===== src/rtl/sha256_pkg.sv =====
// SHA-256 shared definitions.
// Contents:
//   state_t           - control states of the iterative core (IDLE, RUN, DONE)
//   IV                - standard SHA-256 initial hash value, H0 in the MSBs
//   K[0:63]           - round constants
//   PAD_WORD, PAD_LEN - fixed padding words for a 640-bit header message
//   ch, maj, Sigma0, Sigma1, sigma0, sigma1 - the SHA-256 logical functions
package sha256_pkg;

  typedef enum logic [1:0] {
    IDLE = 2'd0,
    RUN  = 2'd1,
    DONE = 2'd2
  } state_t;

  localparam logic [255:0] IV = {
    32'h6a09e667, 32'hbb67ae85, 32'h3c6ef372, 32'ha54ff53a,
    32'h510e527f, 32'h9b05688c, 32'h1f83d9ab, 32'h5be0cd19
  };

  // A header tail occupies W0..W3. The message is 640 bits long, so the
  // second block carries the '1' pad bit in W4 and the length in W15.
  localparam logic [31:0] PAD_WORD = 32'h80000000;
  localparam logic [31:0] PAD_LEN  = 32'h00000280;

  localparam logic [31:0] K [0:63] = '{
    32'h428a2f98, 32'h71374491, 32'hb5c0fbcf, 32'he9b5dba5,
    32'h3956c25b, 32'h59f111f1, 32'h923f82a4, 32'hab1c5ed5,
    32'hd807aa98, 32'h12835b01, 32'h243185be, 32'h550c7dc3,
    32'h72be5d74, 32'h80deb1fe, 32'h9bdc06a7, 32'hc19bf174,
    32'he49b69c1, 32'hefbe4786, 32'h0fc19dc6, 32'h240ca1cc,
    32'h2de92c6f, 32'h4a7484aa, 32'h5cb0a9dc, 32'h76f988da,
    32'h983e5152, 32'ha831c66d, 32'hb00327c8, 32'hbf597fc7,
    32'hc6e00bf3, 32'hd5a79147, 32'h06ca6351, 32'h14292967,
    32'h27b70a85, 32'h2e1b2138, 32'h4d2c6dfc, 32'h53380d13,
    32'h650a7354, 32'h766a0abb, 32'h81c2c92e, 32'h92722c85,
    32'ha2bfe8a1, 32'ha81a664b, 32'hc24b8b70, 32'hc76c51a3,
    32'hd192e819, 32'hd6990624, 32'hf40e3585, 32'h106aa070,
    32'h19a4c116, 32'h1e376c08, 32'h2748774c, 32'h34b0bcb5,
    32'h391c0cb3, 32'h4ed8aa4a, 32'h5b9cca4f, 32'h682e6ff3,
    32'h748f82ee, 32'h78a5636f, 32'h84c87814, 32'h8cc70208,
    32'h90befffa, 32'ha4506ceb, 32'hbef9a3f7, 32'hc67178f2
  };

  function automatic logic [31:0] rotr(input logic [31:0] x, input int n);
    return (x >> n) | (x << (32 - n));
  endfunction

  function automatic logic [31:0] ch(input logic [31:0] x, input logic [31:0] y,
                                     input logic [31:0] z);
    return (x & y) ^ (~x & z);
  endfunction

  function automatic logic [31:0] maj(input logic [31:0] x, input logic [31:0] y,
                                      input logic [31:0] z);
    return (x & y) ^ (x & z) ^ (y & z);
  endfunction

  function automatic logic [31:0] Sigma0(input logic [31:0] x);
    return rotr(x, 2) ^ rotr(x, 13) ^ rotr(x, 22);
  endfunction

  function automatic logic [31:0] Sigma1(input logic [31:0] x);
    return rotr(x, 6) ^ rotr(x, 11) ^ rotr(x, 25);
  endfunction

  function automatic logic [31:0] sigma0(input logic [31:0] x);
    return rotr(x, 7) ^ rotr(x, 18) ^ (x >> 3);
  endfunction

  function automatic logic [31:0] sigma1(input logic [31:0] x);
    return rotr(x, 17) ^ rotr(x, 19) ^ (x >> 10);
  endfunction

endpackage


===== src/rtl/sha256_round.sv =====
// One combinational SHA-256 compression round.
// Ports:
//   state_in  [255:0] - working variables a..h, a in the MSBs
//   k         [31:0]  - round constant K[t]
//   w         [31:0]  - schedule word W[t]
//   state_out [255:0] - updated a..h after this round
module sha256_round
  import sha256_pkg::*;
(
  input  logic [255:0] state_in,
  input  logic [31:0]  k,
  input  logic [31:0]  w,
  output logic [255:0] state_out
);

  logic [31:0] a, b, c, d, e, f, g, h;
  logic [31:0] t1, t2;

  assign {a, b, c, d, e, f, g, h} = state_in;
  assign t1 = h + Sigma1(e) + ch(e, f, g) + k + w;
  assign t2 = Sigma0(a) + maj(a, b, c);
  assign state_out = {t1 + t2, a, b, c, d + t1, e, f, g};

endmodule


===== src/rtl/sha256_iter_core.sv =====
// Folded SHA-256 compression engine, UNROLL rounds per clock.
// Ports:
//   CLK, RST      - rising-edge clock, asynchronous active-low reset
//   flush         - synchronous abort of any job in flight
//   in_valid/in_ready   - job handshake; chain_in, block_in, tag_in and
//                         in_tail_mode are sampled on the accepting edge
//   in_tail_mode  - 1: block_in[127:0] is a header tail, padding is implied
//   chain_in      - H0..H7 (H0 in MSBs), initial a..h and feed-forward addend
//   block_in      - W0..W15 (W0 in MSBs)
//   tag_in        - opaque job tag carried to tag_out
//   out_valid/out_ready - result handshake; digest_out/tag_out held in DONE
//   digest_out    - chain_in + final a..h, word-wise
//   tag_out       - tag of the job on digest_out
module sha256_iter_core
  import sha256_pkg::*;
#(
  parameter int UNROLL = 1,
  parameter int TAG_W  = 32
) (
  input  logic             CLK,
  input  logic             RST,
  input  logic             flush,
  input  logic             in_valid,
  output logic             in_ready,
  input  logic             in_tail_mode,
  input  logic [255:0]     chain_in,
  input  logic [511:0]     block_in,
  input  logic [TAG_W-1:0] tag_in,
  output logic             out_valid,
  input  logic             out_ready,
  output logic [255:0]     digest_out,
  output logic [TAG_W-1:0] tag_out
);

  localparam int ROUNDS = 64 / UNROLL;
  localparam int CNT_W  = (ROUNDS > 1) ? $clog2(ROUNDS) : 1;
  localparam logic [CNT_W-1:0] LAST_CNT = CNT_W'(ROUNDS - 1);

  generate
    if (!(UNROLL == 1 || UNROLL == 2 || UNROLL == 4 || UNROLL == 8 ||
          UNROLL == 16 || UNROLL == 32 || UNROLL == 64)) begin : g_bad_unroll
      $error("sha256_iter_core: UNROLL must be one of 1,2,4,8,16,32,64");
    end
  endgenerate

  state_t state, state_next;
  logic [CNT_W-1:0] cnt;
  logic [255:0] chain_q;
  logic [255:0] work;
  logic [TAG_W-1:0] tag_q;
  logic [31:0] win      [0:15];
  logic [31:0] win_next [0:15];
  logic [31:0] load_win [0:15];
  logic [255:0] round_out;
  logic [255:0] digest_next;
  logic accept;
  logic finish_run;

  // Schedule extension: word j of the chain is W[t+j] where t is the round
  // at the head of the window. Entries past 15 are expanded on the fly so
  // this cycle's UNROLL rounds and the next window are both available.
  generate
    for (genvar j = 0; j < 16 + UNROLL; j++) begin : g_ext
      logic [31:0] word;
      if (j < 16) begin : g_direct
        assign word = win[j];
      end else begin : g_expand
        assign word = sigma1(g_ext[j-2].word) + g_ext[j-7].word +
                      sigma0(g_ext[j-15].word) + g_ext[j-16].word;
      end
    end

    for (genvar j = 0; j < 16; j++) begin : g_win_next
      assign win_next[j] = g_ext[j + UNROLL].word;
    end
  endgenerate

  // Round chain: UNROLL rounds back to back, round t = cnt*UNROLL + i.
  generate
    for (genvar i = 0; i < UNROLL; i++) begin : g_rnd
      logic [255:0] st_in;
      logic [255:0] st_out;
      logic [5:0]   idx;
      if (i == 0) begin : g_first
        assign st_in = work;
      end else begin : g_next
        assign st_in = g_rnd[i-1].st_out;
      end
      assign idx = 6'(32'(cnt) * UNROLL + i);
      sha256_round u_round (
        .state_in  (st_in),
        .k         (K[idx]),
        .w         (g_ext[i].word),
        .state_out (st_out)
      );
    end
  endgenerate

  assign round_out = g_rnd[UNROLL-1].st_out;

  generate
    for (genvar i = 0; i < 8; i++) begin : g_ff
      assign digest_next[255-32*i -: 32] = chain_q[255-32*i -: 32] +
                                           round_out[255-32*i -: 32];
    end
  endgenerate

  // Initial window: either the full block or the header tail expanded with
  // the fixed pad and length words.
  always_comb begin
    for (int j = 0; j < 16; j++) begin
      load_win[j] = block_in[511-32*j -: 32];
    end
    if (in_tail_mode) begin
      for (int j = 0; j < 16; j++) begin
        load_win[j] = 32'h0;
      end
      load_win[0]  = block_in[127:96];
      load_win[1]  = block_in[95:64];
      load_win[2]  = block_in[63:32];
      load_win[3]  = block_in[31:0];
      load_win[4]  = PAD_WORD;
      load_win[15] = PAD_LEN;
    end
  end

  always_ff @(posedge CLK or negedge RST) begin
    if (!RST) begin
      state <= IDLE;
    end else begin
      state <= state_next;
    end
  end

  // Control: flush overrides everything. DONE with out_ready doubles as an
  // accept slot so consecutive jobs run without an idle bubble.
  always_comb begin
    state_next = state;
    in_ready   = 1'b0;
    accept     = 1'b0;
    finish_run = 1'b0;
    if (flush) begin
      state_next = IDLE;
    end else begin
      case (state)
        IDLE: begin
          in_ready = 1'b1;
          if (in_valid) begin
            accept     = 1'b1;
            state_next = RUN;
          end
        end
        RUN: begin
          if (cnt == LAST_CNT) begin
            finish_run = 1'b1;
            state_next = DONE;
          end
        end
        DONE: begin
          if (out_ready) begin
            in_ready = 1'b1;
            if (in_valid) begin
              accept     = 1'b1;
              state_next = RUN;
            end else begin
              state_next = IDLE;
            end
          end
        end
        default: state_next = IDLE;
      endcase
    end
  end

  assign out_valid = (state == DONE);

  // Round counter and result registers; the result holds across flush.
  always_ff @(posedge CLK or negedge RST) begin
    if (!RST) begin
      cnt        <= '0;
      digest_out <= '0;
      tag_out    <= '0;
    end else if (flush) begin
      cnt <= '0;
    end else begin
      if (accept || finish_run) begin
        cnt <= '0;
      end else if (state == RUN) begin
        cnt <= cnt + 1'b1;
      end
      if (finish_run) begin
        digest_out <= digest_next;
        tag_out    <= tag_q;
      end
    end
  end

  // Working variables and schedule window carry no reset; they are always
  // loaded on accept before being used.
  always_ff @(posedge CLK) begin
    if (accept) begin
      chain_q <= chain_in;
      tag_q   <= tag_in;
      work    <= chain_in;
      for (int j = 0; j < 16; j++) begin
        win[j] <= load_win[j];
      end
    end else if (state == RUN) begin
      work <= round_out;
      for (int j = 0; j < 16; j++) begin
        win[j] <= win_next[j];
      end
    end
  end

endmodule


===== config.mk =====
export PLATFORM = sky130hd
export DESIGN_NAME = sha256_iter_core
export DESIGN_NICKNAME = d
export VERILOG_FILES = /design/src/rtl/sha256_pkg.sv /design/src/rtl/sha256_round.sv /design/src/rtl/sha256_iter_core.sv
export SDC_FILE = /design/constraint.sdc
export NUM_CORES = 2
export LEC_CHECK = 0
export ABC_AREA = 1
export CORE_AREA = 2 2 422 424
export DETAILED_ROUTE_END_ITERATION = 6
export DIE_AREA = 0 0 424 426
export HOLD_SLACK_MARGIN = 0.03
export PLACE_DENSITY = 0.7
export REMOVE_ABC_BUFFERS = 1
export SETUP_SLACK_MARGIN = 0.4
export SLEW_MARGIN = 20
export SYNTH_ARGS = -nofsm -noshare
export SYNTH_HDL_FRONTEND = slang
export SYNTH_SLANG_ARGS = --single-unit

===== constraint.sdc =====
create_clock -name CLK -period 24.7 [get_ports CLK]
set_input_delay 4.94 -clock CLK [delete_from_list [all_inputs] [get_ports CLK]]
set_output_delay 4.94 -clock CLK [all_outputs]
set_load 0.1 [all_outputs]

==> summary.md <==
| Metric | Value |
|---|---|
| Syn Area/Cell | `approximately 9.0 um2` |
| Die width | `roughly 420 um` |
| Hold buffer count at cts | `0` |
| Area grow syn2layout | `21.5%` |
| Detailed router's first-iteration violation count | `between 9000 and 10000` |
| Number of antenna violations at the first check in global routing | `between 80 and 90` |
| H-tree levels | `4` |
| ANT nets after route | `0` |
| Util after Layout | `around 58%` |
| Violated checks | `DRC` |
| DRT Pass-1 Iters | `7` |
| Most common library cell in the layout ignoring fill and taps | `nand2_1` |
| Clock latency at the later pin of the worst-skew pair | `between 0.8 and 0.9 ns` |
| TNS Setup | `0 ns` |
| Final Wtd Congestion | `about 1.1` |
| Worst Tran Pin Value | `1.19 ns` |
| Port Buffers | `~1100` |
| Drt drc | `24` |
| Endpoints failing setup | `0` |
| CP Class | `primary input to output pin` |
| Post-Synthesis Cells | `9329` |
| Clk_skew | `around 0.034 ns` |
| WL final | `between 300000 and 400000 um` |
| Hold Path Class | `flop to flop` |
| Clock sink count | `between 1000 and 1500` |
| Root buf cell | `clkbuf_16` |
| Fin nets | `~12000` |
| Vias | `roughly 75000` |
| Tot GR Track Use | `a little under two fifths` |
| Fillcell total | `about 16000` |
| Wirelength per Cell | `27.8 um` |
| Max FO, Critical Path | `5` |
| CP max-delay cell | `clkdlybuf4s50_1` |
| Top cells by area, synth | `edfxtp_1, nand2_1, dfrtp_1` |
| RSZ-0062 raised after global routing | `no` |
| Layout cell share with drive strength beyond 1 | `under 10%` |
| Initial Util | `a little under half` |
| Largest buffer count on any clock path | `3` |
| Top FF cell, synth | `edfxtp_1` |
| Largest net degree at the start of global routing | `approximately 210` |
| Num ports | `between 1000 and 1500` |
| Fmax | `83.6 MHz` |
| Fraction of registers with async set or reset after synthesis | `a little over a fifth` |
| Synthesis Warnings | `0` |
| Area share of the largest cell type after synthesis | `38.0%` |
| Buf+Inv Stages, Crit Path | `3` |
| Vias in the first global route | `69585` |
| Synthesized flop and latch total | `about 1400` |
| Mapped cell area | `83500 um2` |
| Core area | `between 150000 and 200000 um2` |
| Rows | `154` |
| Startpoint types | `primary input` |
| Final min period | `between 10 and 15 ns` |
| CP endpoint kind | `output pin` |
| CTS buffer count | `150` |
| CP top delay family | `buffers and inverters` |
| Tcrit/Tclk final | `about half` |
| CP peak stage delay | `1.14 ns` |
| Clk slew on worst S/H paths | `about 0.060 ns` |
| Most common cell on crit path | `clkdlybuf4s50_1` |
| Dpl ws | `about 13 ns` |
| Die Height | `426 um` |
| Grt total ovfl | `0` |
| Fin worst setup slack | `around 13 ns` |
| First-pass GRT wire length | `a little under 500000 um` |
| CP arrival | `between 7 and 8 ns` |
| Area leader, netlist | `edfxtp_1` |
| Max-slew violations | `0` |
| Synth unique cells | `76` |
| Hpwl dp | `approximately 280000 um` |
| Vias/cell | `5.83` |
| Max_cap viols | `0` |
| Commonest non-fill, non-tap cells in the layout | `nand2_1, clkdlybuf4s50_1, edfxtp_1` |
| Worst path cell trace | `clkdlybuf4s50_1 -> nor2_1 -> o21ai_0 -> inv_1 -> clkdlybuf4s50_1` |
| Setup bufs post-CTS | `0` |
| Die area | `about 180000 um2` |
| Max_slew headroom | `between 20% and 30%` |
| Resized cells post-CTS | `0` |
| CTS tree | `yes` |
| Final Hold Vio Count | `0` |
| Data required time of the worst path | `between 15 and 20 ns` |
| Seq/Total Area, Yosys | `between 40% and 50%` |
| Status | `finished, violations left` |
| Number of synthesized flops with an enable pin | `1056` |
| R2R Setup Slk | `14.31 ns` |
-- per-stage QoR --
step	instances	cell area, um2	hold WS, ns
after floorplan	8961	82000	0.418
after global placement	12453	96400	0.422
after global routing	12775	101000	0.466
final	12789	101000	0.438
after CTS	12728	101000	0.443
after detailed placement	12453	96400	0.427
-- metal layers --
layer,global-route usage [%],share of wire (%),up-vias
met5,0,0.046,-
met2,59.1,45,4124
met4,18.4,5.2,26
met3,7.81,9.5,734
met1,51.2,40,36281
li1,-,-,33405
-- Yosys cell counts, types with 16 or more instances --
cell and n:
clkbuf_1 249, a31oi_1 76, a22o_1 155, buf_2 81, o31ai_1 16, inv_1 891, buf_1 29, nor3_1 88
o221ai_1 19, xnor2_1 211, nand3_1 472, xor2_1 232, edfxtp_1 1056, or2_0 19, o21ai_0 483, dfrtp_1 296
nor2_1 517, nand2_1 2588, or2_2 70, a21oi_1 719, o21ai_2 28, o21bai_1 70, ha_1 399, a221oi_1 29
nand4_1 21, o211ai_1 24, a21o_1 46, fa_1 196, o21ai_1 34, o21a_1 18
-- worst paths after layout --
path                       startpoint         endpoint  depth (start not counted)
max in group asynchronous         RST   digest_out[19]                          4
min reg2reg                  tag_q[8]       tag_out[8]                          2
max                             flush         in_ready                          5
min                          tag_q[8]       tag_out[8]                          2
max reg2reg                    cnt[1]  digest_out[255]                         42
min in group asynchronous         RST  digest_out[146]                          1
-- flip-flops by register name, summed over array words and instances, names as in the netlist --
signal	flops
chain_q	256
cnt	6
digest_out	256
g_rnd.st_in	256
state	2
tag_out	32
tag_q	32
win	512
-- cell type report --
cell class                      instances  area (um2)  area share, %
Inverter                              902        3410           3.36
Timing Repair Buffer                 1152       11400           11.3
Multi-Input combinational cell       6707       39500           39.0
Clock buffer                          202        4100           4.04
Sequential cell                      1352       39100           38.6
Tap cell                             2340        2930           2.89
Antenna cell                           61         153          0.150
Clock inverter                         73         792          0.781
-- worst reg2reg max path, delay by kind of cell, from the launching register on --
family	cells	cell delay, ns
flip-flops	1	0.63
XOR/XNOR	2	1.24
AND/OR/NAND/NOR	20	2.51
buffers and inverters	6	0.97
AO/OA/AOI/OAI	7	1.71
adder cells (fa/ha/maj)	7	3.22
-- kinds of logic after synthesis --
logic type	after synthesis	synth area share [%]
adders and majority gates	598	10.7
and+or+nand+nor	3857	18.9
muxes	1	0.0120
DFF	1352	46.8
AOI/OAI and AO/OA	1807	13.0
buffers and inverters	1270	5.88
xor gates and xnor gates	444	4.67
Power is not shown: default switching activity piles up to over one toggle a cycle in this logic, so the estimate is an artifact.
